File: src/rtl/mem_loader_cu.sv
// mem_loader_cu: control unit that streams filter coefficients and image words
// from a single-port memory into the filter and image buffers, one outstanding
// read at a time, with stall, abort and image-only reload support.
module mem_loader_cu #(
    parameter int NUM_FILTERS  = 4,
    parameter int FILTER_WORDS = 4,
    parameter int IMG_WORDS    = 64,
    parameter int ADDR_W       = 8,
    parameter int FILTER_BASE  = 0,
    parameter int IMG_BASE     = 16,
    localparam int FS_W = (NUM_FILTERS  > 1) ? $clog2(NUM_FILTERS)  : 1,
    localparam int FW_W = (FILTER_WORDS > 1) ? $clog2(FILTER_WORDS) : 1,
    localparam int IW_W = (IMG_WORDS    > 1) ? $clog2(IMG_WORDS)    : 1
) (
    input  logic              clk,
    input  logic              rst_n,
    input  logic              start,
    input  logic              skip_filters,
    input  logic              abort,
    input  logic              mem_rd_valid,
    output logic              mem_rd_req,
    output logic [ADDR_W-1:0] mem_addr,
    output logic              filter_wr_en,
    output logic [FS_W-1:0]   filter_sel,
    output logic [FW_W-1:0]   filter_word_idx,
    output logic              img_wr_en,
    output logic [IW_W-1:0]   img_word_idx,
    output logic              busy,
    output logic              done
);

    typedef enum logic [2:0] {
        IDLE        = 3'd0,
        INIT        = 3'd1,
        LD_FILTER   = 3'd2,
        NEXT_FILTER = 3'd3,
        LD_IMG      = 3'd4,
        DONE        = 3'd5
    } state_t;

    localparam logic [FS_W-1:0] SEL_LAST  = FS_W'(NUM_FILTERS - 1);
    localparam logic [FW_W-1:0] FWORD_LAST = FW_W'(FILTER_WORDS - 1);
    localparam logic [IW_W-1:0] IWORD_LAST = IW_W'(IMG_WORDS - 1);

    state_t             state;
    logic               skip_q;
    logic [ADDR_W-1:0]  filt_addr;
    logic [ADDR_W-1:0]  img_addr;

    // Addresses wrap modulo 2^ADDR_W by doing all arithmetic at ADDR_W bits.
    assign filt_addr = ADDR_W'(FILTER_BASE)
                     + ADDR_W'(filter_sel) * ADDR_W'(FILTER_WORDS)
                     + ADDR_W'(filter_word_idx);
    assign img_addr  = ADDR_W'(IMG_BASE) + ADDR_W'(img_word_idx);

    // Output decode from the state register; buffer writes follow the memory
    // handshake in the same cycle, and abort suppresses a coincident write.
    always_comb begin
        mem_rd_req   = (state == LD_FILTER) || (state == LD_IMG);
        mem_addr     = (state == LD_IMG) ? img_addr : filt_addr;
        filter_wr_en = (state == LD_FILTER) && mem_rd_valid && !abort;
        img_wr_en    = (state == LD_IMG) && mem_rd_valid && !abort;
        busy         = (state != IDLE);
    end

    // Sequencer: state, counters, latched mode and the registered done pulse.
    always_ff @(posedge clk or negedge rst_n) begin
        if (!rst_n) begin
            state           <= IDLE;
            skip_q          <= 1'b0;
            filter_sel      <= '0;
            filter_word_idx <= '0;
            img_word_idx    <= '0;
            done            <= 1'b0;
        end else begin
            done <= 1'b0;
            if (abort) begin
                state           <= IDLE;
                filter_sel      <= '0;
                filter_word_idx <= '0;
                img_word_idx    <= '0;
            end else begin
                case (state)
                    IDLE: begin
                        if (start) begin
                            state  <= INIT;
                            skip_q <= skip_filters;
                        end
                    end
                    INIT: begin
                        filter_sel      <= '0;
                        filter_word_idx <= '0;
                        img_word_idx    <= '0;
                        state           <= skip_q ? LD_IMG : LD_FILTER;
                    end
                    LD_FILTER: begin
                        if (mem_rd_valid) begin
                            if (filter_word_idx == FWORD_LAST) begin
                                filter_word_idx <= '0;
                                state           <= NEXT_FILTER;
                            end else begin
                                filter_word_idx <= filter_word_idx + 1'b1;
                            end
                        end
                    end
                    NEXT_FILTER: begin
                        if (filter_sel == SEL_LAST) begin
                            state <= LD_IMG;
                        end else begin
                            filter_sel <= filter_sel + 1'b1;
                            state      <= LD_FILTER;
                        end
                    end
                    LD_IMG: begin
                        // The last index is held so counters keep final values.
                        if (mem_rd_valid) begin
                            if (img_word_idx == IWORD_LAST) begin
                                state <= DONE;
                            end else begin
                                img_word_idx <= img_word_idx + 1'b1;
                            end
                        end
                    end
                    DONE: begin
                        done  <= 1'b1;
                        state <= IDLE;
                    end
                    default: state <= IDLE;
                endcase
            end
        end
    end

endmodule

File: config.mk
export PLATFORM = sky130hd
export DESIGN_NAME = mem_loader_cu
export DESIGN_NICKNAME = d
export VERILOG_FILES = /design/src/rtl/mem_loader_cu.sv
export SDC_FILE = /design/constraint.sdc
export NUM_CORES = 1
export LEC_CHECK = 0
export CORE_UTILIZATION = 42
export CTS_CLUSTER_DIAMETER = 40
export CTS_CLUSTER_SIZE = 25
export DETAILED_ROUTE_END_ITERATION = 10
export MAX_ROUTING_LAYER = met4
export PLACE_DENSITY = 0.75
export SETUP_SLACK_MARGIN = 0.1
export SLEW_MARGIN = 20
export SYNTH_ARGS = -nofsm -noshare
export SYNTH_HDL_FRONTEND = slang
export SYNTH_SLANG_ARGS = --single-unit
File: constraint.sdc
create_clock -name clk -period 1.75 [get_ports clk]
set_input_delay 0.525 -clock clk [delete_from_list [all_inputs] [get_ports clk]]
set_output_delay 0.525 -clock clk [all_outputs]
set_load 0.02 [all_outputs]
==> results.md, run 1 <==
* Peak VDD IR at just under 0.0006 V
* TritonCTS Buffers at 3
* Final antenna-violating net count at 0
* Worst-Skew Late Latency at ~0.29 ns
* Syn Std Cell Area at approximately 0.0010 sq mm
* Async set-reset flop share out of synthesis at between 90% and 100%
* Crit path largest cell delay at roughly 0.44 ns
* # H-tree levels at 1
* DR WL/cell at between 10 and 15 um
* Commonest non-fill, non-tap cells in the layout: buf_4, buf_6, dfrtp_1
* CTS max path bufs at 2
* Crit-path cells: buf_6, nor4b_4, buf_4, and2_4, buf_6
* PwrDens at around 750 mW/mm^2
* Layout cells sized above 1 at between 40% and 50%
* # diodes at 0
* Pre-antenna DRT Iters at 4
* CP Launch Type: register
* Cell family with most CP delay: flip-flops
* GPL Wtd Cong at around 0.8
* GRT Overall Usage at 23.8%
* Worst-path clk slew at around 0.090 ns
* Final Critical Period at about 2.0 ns
* Hold Fails Final Rpt at 0
* Initial antenna violation count at 0
* Slew Viols, Final at 0
* Via count at roughly 1,000
* Crit path top cell by count: buf_6
* Grt ovf at 0
* Largest net degree at the start of global routing at 16
* Area Overhead vs Synth at 62.2%
* Outcome: complete, but fails checks
* Warning count from the yosys run at 0
* Final setup vio count at 11
* Initial Util at 45.4%
* Total Wirelength at between 2000 and 3000 um
* RSZ-0062 raised after global routing: true
* Crit Path Max Fanout at 4
* Design area at 0.00164 sq mm
* Root Driver: clkbuf_4
* Synthesis-stage register bit count at 15
* Dpl ws at -0.965 ns
* Fin worst setup slack at -0.283 ns
* First-iteration detailed-routing DRC count at 15
* Post-synth EDFFs at 0
* Synthesized area per cell at 9.05 sq um
* Placed Area at 0.00149 sq mm
* TritonCTS clock tree: yes
* Mapped Cells at 112
* Total die area at between 0.002 and 0.003 sq mm
* Row cnt at 17
* Port Buffers at 27
* Worst hold path class: input pin to async pin
* Primary FF master, synth: dfrtp_1
* # IOs at 29
* Arr. time, crit path at roughly 1.5 ns
* Core box area at approximately 0.0022 sq mm
* Fmax at just under 0.5 GHz
* Critical Setup Path Class: register to primary output
* Worst reg2reg setup slack at 0.15 ns
* Min Hold Slack at 0.536 ns
* Required time of the critical path at ~1.2 ns
* Clk_skew at 0.00190 ns
* Post-DP HPWL at 1940 um
* Max cap viols at 0
* Static leakage at roughly 0.77 nW
* Nets at 182
* Syn_nets at between 100 and 150
* Part of the Yosys area used for sequential elements at 37.0%
* Chip height at 51.1 um
* CP max stage cell: dfrtp_2
* Vias/cell at 5.24
* Drt drc at 0
* Commonest non-fill, non-tap cell in the layout: buf_4
* Vias in the first global route at a little over 1,000
* Failing checks: negative setup slack
* CP Capture Type: primary output
* Final total power at 1.23 mW
* Reg2reg start: state[1]$_DFFE_PN0P_
* Post-synth cell types at 40
* Clock net sink count at 15
* First-pass GRT wire length at around 4400 um
* CP Buf/Inv Count at 3
* Tcrit/Tclk final at 116%
* Fill count at 180
* Crit path launch: state[0]$_DFFE_PN0P_
* Die W at 51.1 um
flip-flops by register name (all words and copies together) (netlist names):
name	flops
img_word_idx	6
done	1
filter_sel	2
skip_q	1
filter_word_idx	2
state	3
routing by layer:
layer	global-route usage [%]	part of all wire, %
met3	2.38	3.1
met5	-	0
met2	39.3	53
met1	28.4	42
met4	13.4	2.2
worst register-to-register path: stages, from the launching register on:
cell	delay, ns
dfrtp_2	0.46
buf_6	0.13
buf_4	0.15
or2b_2	0.33
a21oi_2	0.14
nor2_1	0.07
a22o_1	0.22
final cells by class:
type                       count  area, sq um  share of cell area, %
multi-input combinational     85          644                   39.2
timing repair buffer          62          541                   32.9
sequential                    15          378                   23.0
tap                           28         35.0                   2.13
clock buffer                   3         22.5                   1.37
inverter                       5         18.8                   1.14
clock inverter                 1         5.00                  0.304
report_power, final:
part	internal, mW	leakage (nW)	switching (mW)
Combinational	0.336	0.554	0.282
Sequential	0.379	0.203	0.0333
Clock	0.0851	0.0177	0.118
Total	0.799	0.774	0.433
logic make-up after synthesis:
group | after synthesis | share of synthesized area [%]
compound gates | 26 | 15.7
xor+xnor | 2 | 1.73
fa+ha+maj | 4 | 4.94
buf+inv | 12 | 6.67
flops | 15 | 37.0
mux | 7 | 7.53
other cells | 1 | 0.370
simple gates | 45 | 26.1
final timing paths:
path | depth (start not counted) | end
setup / recovery | 5 | img_wr_en
hold / removal | 2 | img_word_idx[2]$_DFFE_PN0P_
setup reg to reg | 6 | filter_word_idx[0]$_DFFE_PN0P_
hold reg to reg | 1 | skip_q$_DFFE_PN0P_
max in group asynchronous | 2 | state[1]$_DFFE_PN0P_
min in group clk | 1 | skip_q$_DFFE_PN0P_
cell usage after synthesis, types with 2 or more instances:
cell	instances	area, sq um
and3_1	4	25.0
nor3_1	3	15.0
and2_1	2	12.5
inv_1	5	18.8
mux2i_1	2	20.0
ha_1	4	50.1
o21ai_0	6	30.0
a21boi_0	2	15.0
clkbuf_1	3	11.3
nor2_1	11	41.3
a31oi_1	2	12.5
xnor2_1	2	17.5
a21oi_1	8	40.0
dfrtp_1	15	375
a22o_1	2	17.5
nand2_1	9	33.8
mux2_2	5	56.3
or2b_2	2	17.5
nand4_1	3	18.8
o22ai_1	2	12.5
metrics by stage:
step / utilization, % / setup TNS [ns] / std cells
6_report: 73.6 / -2.25 / 199
3_3_place_gp: 66.7 / -5.80 / 186
5_1_grt: 73.6 / -2.80 / 199
3_5_place_dp: 66.7 / -5.95 / 186
2_1_floorplan: - / 0 / 112
4_1_cts: 71.9 / -2.16 / 196
what timing repair did:
action	in CTS	in global routing
hold buffers	0	0
setup endpoints to repair	25	23
pin swaps	6	4
gates resized for setup	101	20
setup buffers	6	4
Note: power is estimated with default switching activity, not from simulation.
==> run 2, diff against run 1 <==
--- a/constraint.sdc
+++ b/constraint.sdc
@@ -3,2 +3,2 @@
 set_output_delay 0.525 -clock clk [all_outputs]
-set_load 0.02 [all_outputs]
+set_load 0.1 [all_outputs]
==> run 2 against run 1 <==
The flow still finishes with violations (negative setup slack). Flip-flop and latch count unchanged. Critical path type unchanged. First-iteration DRC count grew 130%. Maximum frequency is 4.8% lower. Non-clock buffer count down 2. Largest power group unchanged. Power increased by 32%. Setup slack got worse by 0.10 ns. Wire length rose by 14%. Sequential power about the same. Final cell count is 1.0% lower. Count of clock-buffer cells in the layout rose by 1. Critical endpoint is now mem_addr[0]. Global-route usage grew 4.7 points.
==> results.md, run 2 (synthesis results as in run 1) <==
* # IOs at 29 (unchanged)
* Root Driver: clkbuf_4
* CP max stage cell: dfrtp_1
* Power Internal at 0.911 mW (+14%)
* GRT Overall Usage at 28.6% (+4.7 points)
* Required time of the critical path at 1.22 ns (about the same)
* Worst-path clk slew at 0.10 ns (about the same)
* Largest registers: img_word_idx x6, state x3
* Grt ovf at 0 (unchanged)
* Logic pwr share at 61.3% (+11 points)
* Final setup vio count at 13 (+2)
* Final total power at 1.63 mW (+32%)
* Largest net degree at the start of global routing at 16 (unchanged)
* Worst reg2reg setup slack at -0.06 ns (-0.21 ns)
* Outcome: complete, but fails checks
* PwrDens at 840 mW/mm^2 (+12%)
* Initial Util at 45.4% (unchanged)
* Arr. time, crit path at 1.61 ns (+0.10 ns)
* CP Launch Type: register
* Crit Path Max Fanout at 5 (+1)
* Worst-Skew Late Latency at 0.30 ns (about the same)
* Nets at 180 (-1.1%)
* Fin Setup TNS at -3.31 ns (-1.06 ns)
* Sw power at 0.720 mW (+66%)
* Pre-antenna DRT Iters at 4 (unchanged)
* Static leakage at 0.811 nW (+4.8%)
* Port Buffers at 27 (unchanged)
* CP Capture Type: primary output
* Critical Setup Path Class: register to primary output
* Design area at 0.00194 sq mm (+18%)
* Final antenna-violating net count at 0 (unchanged)
* Drt drc at 0 (unchanged)
* Via count at 1,094 (+5.0%)
* Dpl ws at -0.538 ns (+0.427 ns)
* Vias in the first global route at 1,088 (+7.7%)
* CTS max path bufs at 2 (unchanged)
* First-iteration detailed-routing DRC count at 35 (+20)
* TritonCTS clock tree: yes
* Total Wirelength at 3180 um (+14%)
* GPL Wtd Cong at 0.817 (+2.3%)
* Peak VDD IR at 0.000900 V (+51%)
* Max reg flops at 6 (unchanged)
* Final Critical Period at 2.14 ns (+0.102 ns)
* Area Overhead vs Synth at 91.6%
* Power share of the clock group at 13.5% (-3.0 points)
* Clk_skew at 0.00517 ns (+0.00327 ns)
* Layout cells sized above 1 at 56.2% (+7.1 points)
* First-pass GRT wire length at 5200 um (+19%)
* Post-DP HPWL at 2120 um (+9.2%)
* Total die area at 0.00261 sq mm (unchanged)
* Failing checks: negative setup slack
* Core box area at 0.00223 sq mm (unchanged)
* Row cnt at 17 (unchanged)
* Worst hold path class: input pin to async pin
* # diodes at 0 (unchanged)
* Max cap viols at 0 (unchanged)
* Largest reg by FF count: img_word_idx
* Placed Area at 0.00173 sq mm (+16%)
* Post-CTS Hold Buffers at 0 (unchanged)
* Tcrit/Tclk final at 122% (+5.8 points)
* Crit path largest cell delay at 0.41 ns (-0.03 ns)
* Crit-path cells: nor2_2, and2_4, buf_12, mux2_4, buf_12
* Hold Fails Final Rpt at 0 (unchanged)
* Net Sw Frac at 44.1% (+9.0 points)
* DR WL/cell at 16.2 um (+16%)
* Sequential power share at 25.2% (-8.2 points)
* RSZ-0062 raised after global routing: true
* Reg2Reg Capture Point: img_word_idx[4]$_DFFE_PN0P_
* Initial antenna violation count at 0 (unchanged)
* Crit path launch: state[1]$_DFFE_PN0P_
* Fin worst setup slack at -0.385 ns (-0.102 ns)
* Fmax at 0.468 GHz (-4.8%)
* Die W at 51.1 um (unchanged)
* # H-tree levels at 1 (unchanged)
* Commonest non-fill, non-tap cell in the layout: buf_4
* Crit path top cell by count: buf_12
* Chip height at 51.1 um (unchanged)
* Clock net sink count at 15 (unchanged)
* Commonest non-fill, non-tap cells in the layout: buf_4, buf_12, nand2_1
* Core Util, Final at 86.9% (+13 points)
* Vias/cell at 5.55 (+6.1%)
* Worst r2r path cells at 9 (+3)
* Slew Viols, Final at 0 (unchanged)
* TritonCTS Buffers at 3 (unchanged)
* Reg2reg start: state[1]$_DFFE_PN0P_
-- run 2: repair_timing --
action,4_1_cts,5_1_grt
endpoints found under the setup margin,15,21
setup buffers,13,4
pin swaps,10,7
gates cloned,0,0
resized for setup,14,8
-- run 2: per-layer routing --
metal | global-route usage (%) | wire length (um) | up-vias
met5 | - | 0 | -
met4 | 12.5 | 67 | 0
met3 | 2.68 | 141 | 7
met2 | 47.4 | 1680 | 42
met1 | 35.4 | 1300 | 531
li1 | - | - | 514
-- run 2: worst max-delay path, delay by kind of cell, from the launching register on --
kind | cells | cell delay [ns]
flops | 1 | 0.41
mux | 1 | 0.31
buf+inv | 2 | 0.28
simple gates | 2 | 0.30
-- run 2: power groups by stage --
| stage | combinational, mW | clock [mW] | sequential, mW |
|---|---|---|---|
| after global placement | 0.828 | 0 | 0.410 |
| after floorplan | 0.541 | 0 | 0.451 |
| after global routing | 1.05 | 0.238 | 0.414 |
| after CTS | 0.948 | 0.219 | 0.409 |
| after detailed placement | 0.851 | 0 | 0.411 |
| final | 1.00 | 0.220 | 0.411 |
-- run 2: worst max path at each step --
stage,end,slack [ns],cells after the start
CTS,mem_addr[0],-0.36,5
finish,mem_addr[0],-0.39,5
detailed placement,img_wr_en,-0.54,4
global route,mem_addr[0],-0.44,5
global placement,img_wr_en,-0.51,4
floorplan,filter_wr_en,-0.28,3
-- run 2: area by class of cell --
class / instances / area (sq um)
Fill cell: 106 / 292
Inverter: 5 / 21.3
Multi-Input combinational cell: 85 / 687
Clock buffer: 4 / 26.3
Sequential cell: 15 / 398
Tap cell: 28 / 35.0
Timing Repair Buffer: 60 / 774
-- run 2: stage by stage --
step,instances,hold slack (ns)
global placement,176,0.530
CTS,193,0.527
detailed placement,176,0.531
floorplan,112,0.229
finish,197,0.524
global route,197,0.558
==> run 3, diff against run 2 <==
- GPL_TIMING_DRIVEN: not set -> 0
==> run 3 against run 2 <==
The run still ends with negative setup slack left. Hold slack improved by 0.031 ns. Maximum frequency down 0.60%. Final cell count is 5.6% lower. Sequential power about the same. Final area shrank 12%. Setup slack worse by 0.013 ns. Flip-flop and latch count is the same. Clock skew down 0.0037 ns. Die area is the same. Combinational power barely moved.
==> results.md, run 3 (synthesis results as in run 1) <==
* TritonCTS Buffers at 3 (unchanged)
* Slew headroom at 52.4%
* Arr. time, crit path at 1.62 ns (about the same)
* Reg2reg start: state[1]$_DFFE_PN0P_
* Total die area at 0.00261 sq mm (unchanged)
* # diodes at 0 (unchanged)
* Outcome: complete, but fails checks
* Area Overhead vs Synth at 68.8%
* Commonest non-fill, non-tap cells in the layout: buf_4, buf_12, nand2_1, nor2_1, a21oi_1
* Vias in the first global route at 907 (-17%)
* Clk_skew at 0.00144 ns (-0.00373 ns)
* WHS Endpoint: img_word_idx[0]$_DFFE_PN0P_
* Worst reg2reg setup slack at 0.11 ns (+0.17 ns)
* Largest reg by FF count: img_word_idx
* Crit-path cells: buf_4, nor4b_4, and2_4, buf_12
* Final Non-Filler Cells at 186 (-5.6%)
* Core box area at 0.00223 sq mm (unchanged)
* Post-DP HPWL at 1800 um (-15%)
* Worst-Skew Late Latency at 0.28 ns (-0.02 ns)
* Slew of the pin with the lowest slew margin at 0.713 ns
* Worst-path clk slew at 0.09 ns (about the same)
* Commonest non-fill, non-tap cell in the layout: buf_4
* GRT Overall Usage at 23.9% (-4.7 points)
* Drt drc at 0 (unchanged)
* # IOs at 29 (unchanged)
* Hold Fails Final Rpt at 0 (unchanged)
* Peak VDD IR at 0.000842 V (-6.5%)
* Root Driver: clkbuf_4
* CP Capture Type: primary output
* Crit Path Max Fanout at 4 (-1)
* Row cnt at 17 (unchanged)
* # placed instances at 167 (-5.1%)
* GPL Wtd Cong at 0.793 (-2.9%)
* Final antenna-violating net count at 0 (unchanged)
* Design area at 0.00171 sq mm (-12%)
* Fin worst setup slack at -0.398 ns (-0.0130 ns)
* Fill count at 140 (+32%)
* Cell family with most CP delay: simple AND/OR/NAND/NOR gates
* Hold path depth at 1
* Largest net degree at the start of global routing at 16 (unchanged)
* Initial antenna violation count at 0 (unchanged)
* Worst r2r path cells at 7 (-2)
* Critical Setup Path Class: register to primary output
* Initial Util at 45.4% (unchanged)
* Slew Viols, Final at 0 (unchanged)
* Static leakage at 0.724 nW (-11%)
* PwrDens at 926 mW/mm^2 (+10%)
* DR WL/cell at 16.2 um (+0.16%)
* First-pass GRT wire length at 4430 um (-15%)
* CP Buf/Inv Count at 2 (unchanged)
* CTS max path bufs at 2 (unchanged)
* Largest registers: img_word_idx x6, state x3
* Clock net sink count at 15 (unchanged)
* Core Util, Final at 76.6% (-10 points)
* Dpl ws at -1.68 ns (-1.14 ns)
* Vias/cell at 5.48 (-1.3%)
* First-iteration detailed-routing DRC count at 25 (-29%)
* Max cap viols at 0 (unchanged)
* Crit path largest cell delay at 0.44 ns (+0.03 ns)
* Die W at 51.1 um (unchanged)
* Worst hold path class: register to register
* TritonCTS clock tree: yes
* Final total power at 1.58 mW (-2.9%)
* CP Launch Type: register
* Min Hold Slack at 0.555 ns (+0.0313 ns)
* # H-tree levels at 1 (unchanged)
* Pre-antenna DRT Iters at 4 (unchanged)
* RSZ-0062 raised after global routing: true
* Nets at 169 (-6.1%)
* Worst min-delay path startpoint: img_word_idx[0]$_DFFE_PN0P_
* Tcrit/Tclk final at 123% (+0.74 points)
* Grt ovf at 0 (unchanged)
* Reg2Reg Capture Point: state[0]$_DFFE_PN0P_
* Fmax at 0.466 GHz (-0.60%)
* Layout cells sized above 1 at 51.3% (-4.9 points)
* Max reg flops at 6 (unchanged)
* Final Critical Period at 2.15 ns (+0.0130 ns)
* CP max stage cell: dfrtp_2
* Via count at 1,019 (-6.9%)
* Chip height at 51.1 um (unchanged)
* Final setup vio count at 11 (-2)
* Required time of the critical path at 1.22 ns (about the same)
* Placed Area at 0.00145 sq mm (-16%)
* Total Wirelength at 3010 um (-5.4%)
* Port Buffers at 27 (unchanged)
* Failing checks: negative setup slack
* Fin Setup TNS at -3.19 ns (+0.122 ns)
[run 3: cell types whose count changed in the layout (fill, tap and decap cells not counted), sizes merged]
| cell | previous run | this run |
|---|---|---|
| dlygate4sd2 | 2 | 1 |
| clkdlybuf4s15 | 0 | 1 |
| buf | 55 | 39 |
| clkbuf | 4 | 9 |
[run 3: timing repair]
item,4_1_cts,5_1_grt
setup endpoints to repair,26,15
hold buffers,0,0
pin swaps,6,6
setup buffers,10,5
gates resized for setup,170,11
[run 3: how the worst max path moves through the flow]
| stage | endpoint | cells past startpoint | slack (ns) | from |
|---|---|---|---|---|
| finish | img_wr_en | 4 | -0.40 | state[1]$_DFFE_PN0P_ |
| global route | img_wr_en | 4 | -0.44 | state[1]$_DFFE_PN0P_ |
| CTS | mem_addr[0] | 5 | -0.47 | state[1]$_DFFE_PN0P_ |
| detailed placement | img_wr_en | 4 | -1.68 | abort |
| global placement | img_wr_en | 4 | -1.67 | abort |
| floorplan | filter_wr_en | 3 | -0.28 | state[0]$_DFFE_PN0P_ |
[run 3: cell type report]
type	instances	area, sq um	share of cell area, %
inverter	5	18.8	1.10
multi-input combinational	85	668	39.1
timing repair buffer	42	469	27.4
buffer	7	93.8	5.49
sequential	15	399	23.3
clock buffer	4	26.3	1.54
tap	28	35.0	2.05
[run 3: worst register-to-register path: stages (launching register included)]
cell and delay (ns):
dfrtp_2 0.44, buf_4 0.17, nor4b_4 0.34, buf_4 0.17, buf_6 0.12, nand2_1 0.06, a21oi_1 0.15, nor4_1 0.07
[run 3: where the power goes]
| part | internal (mW) | switching (mW) |
|---|---|---|
| clock network | 0.0885 | 0.117 |
| logic | 0.420 | 0.548 |
| registers | 0.379 | 0.0313 |
[run 3: metal layers]
| layer | part of all wire (%) | vias to the layer above | global-route usage [%] |
|---|---|---|---|
| li1 | - | 491 | - |
| met1 | 44 | 489 | 31.5 |
| met2 | 51 | 34 | 36.4 |
| met3 | 4.7 | 5 | 5.06 |
| met4 | 0.93 | 0 | 7.87 |
| met5 | 0 | - | - |
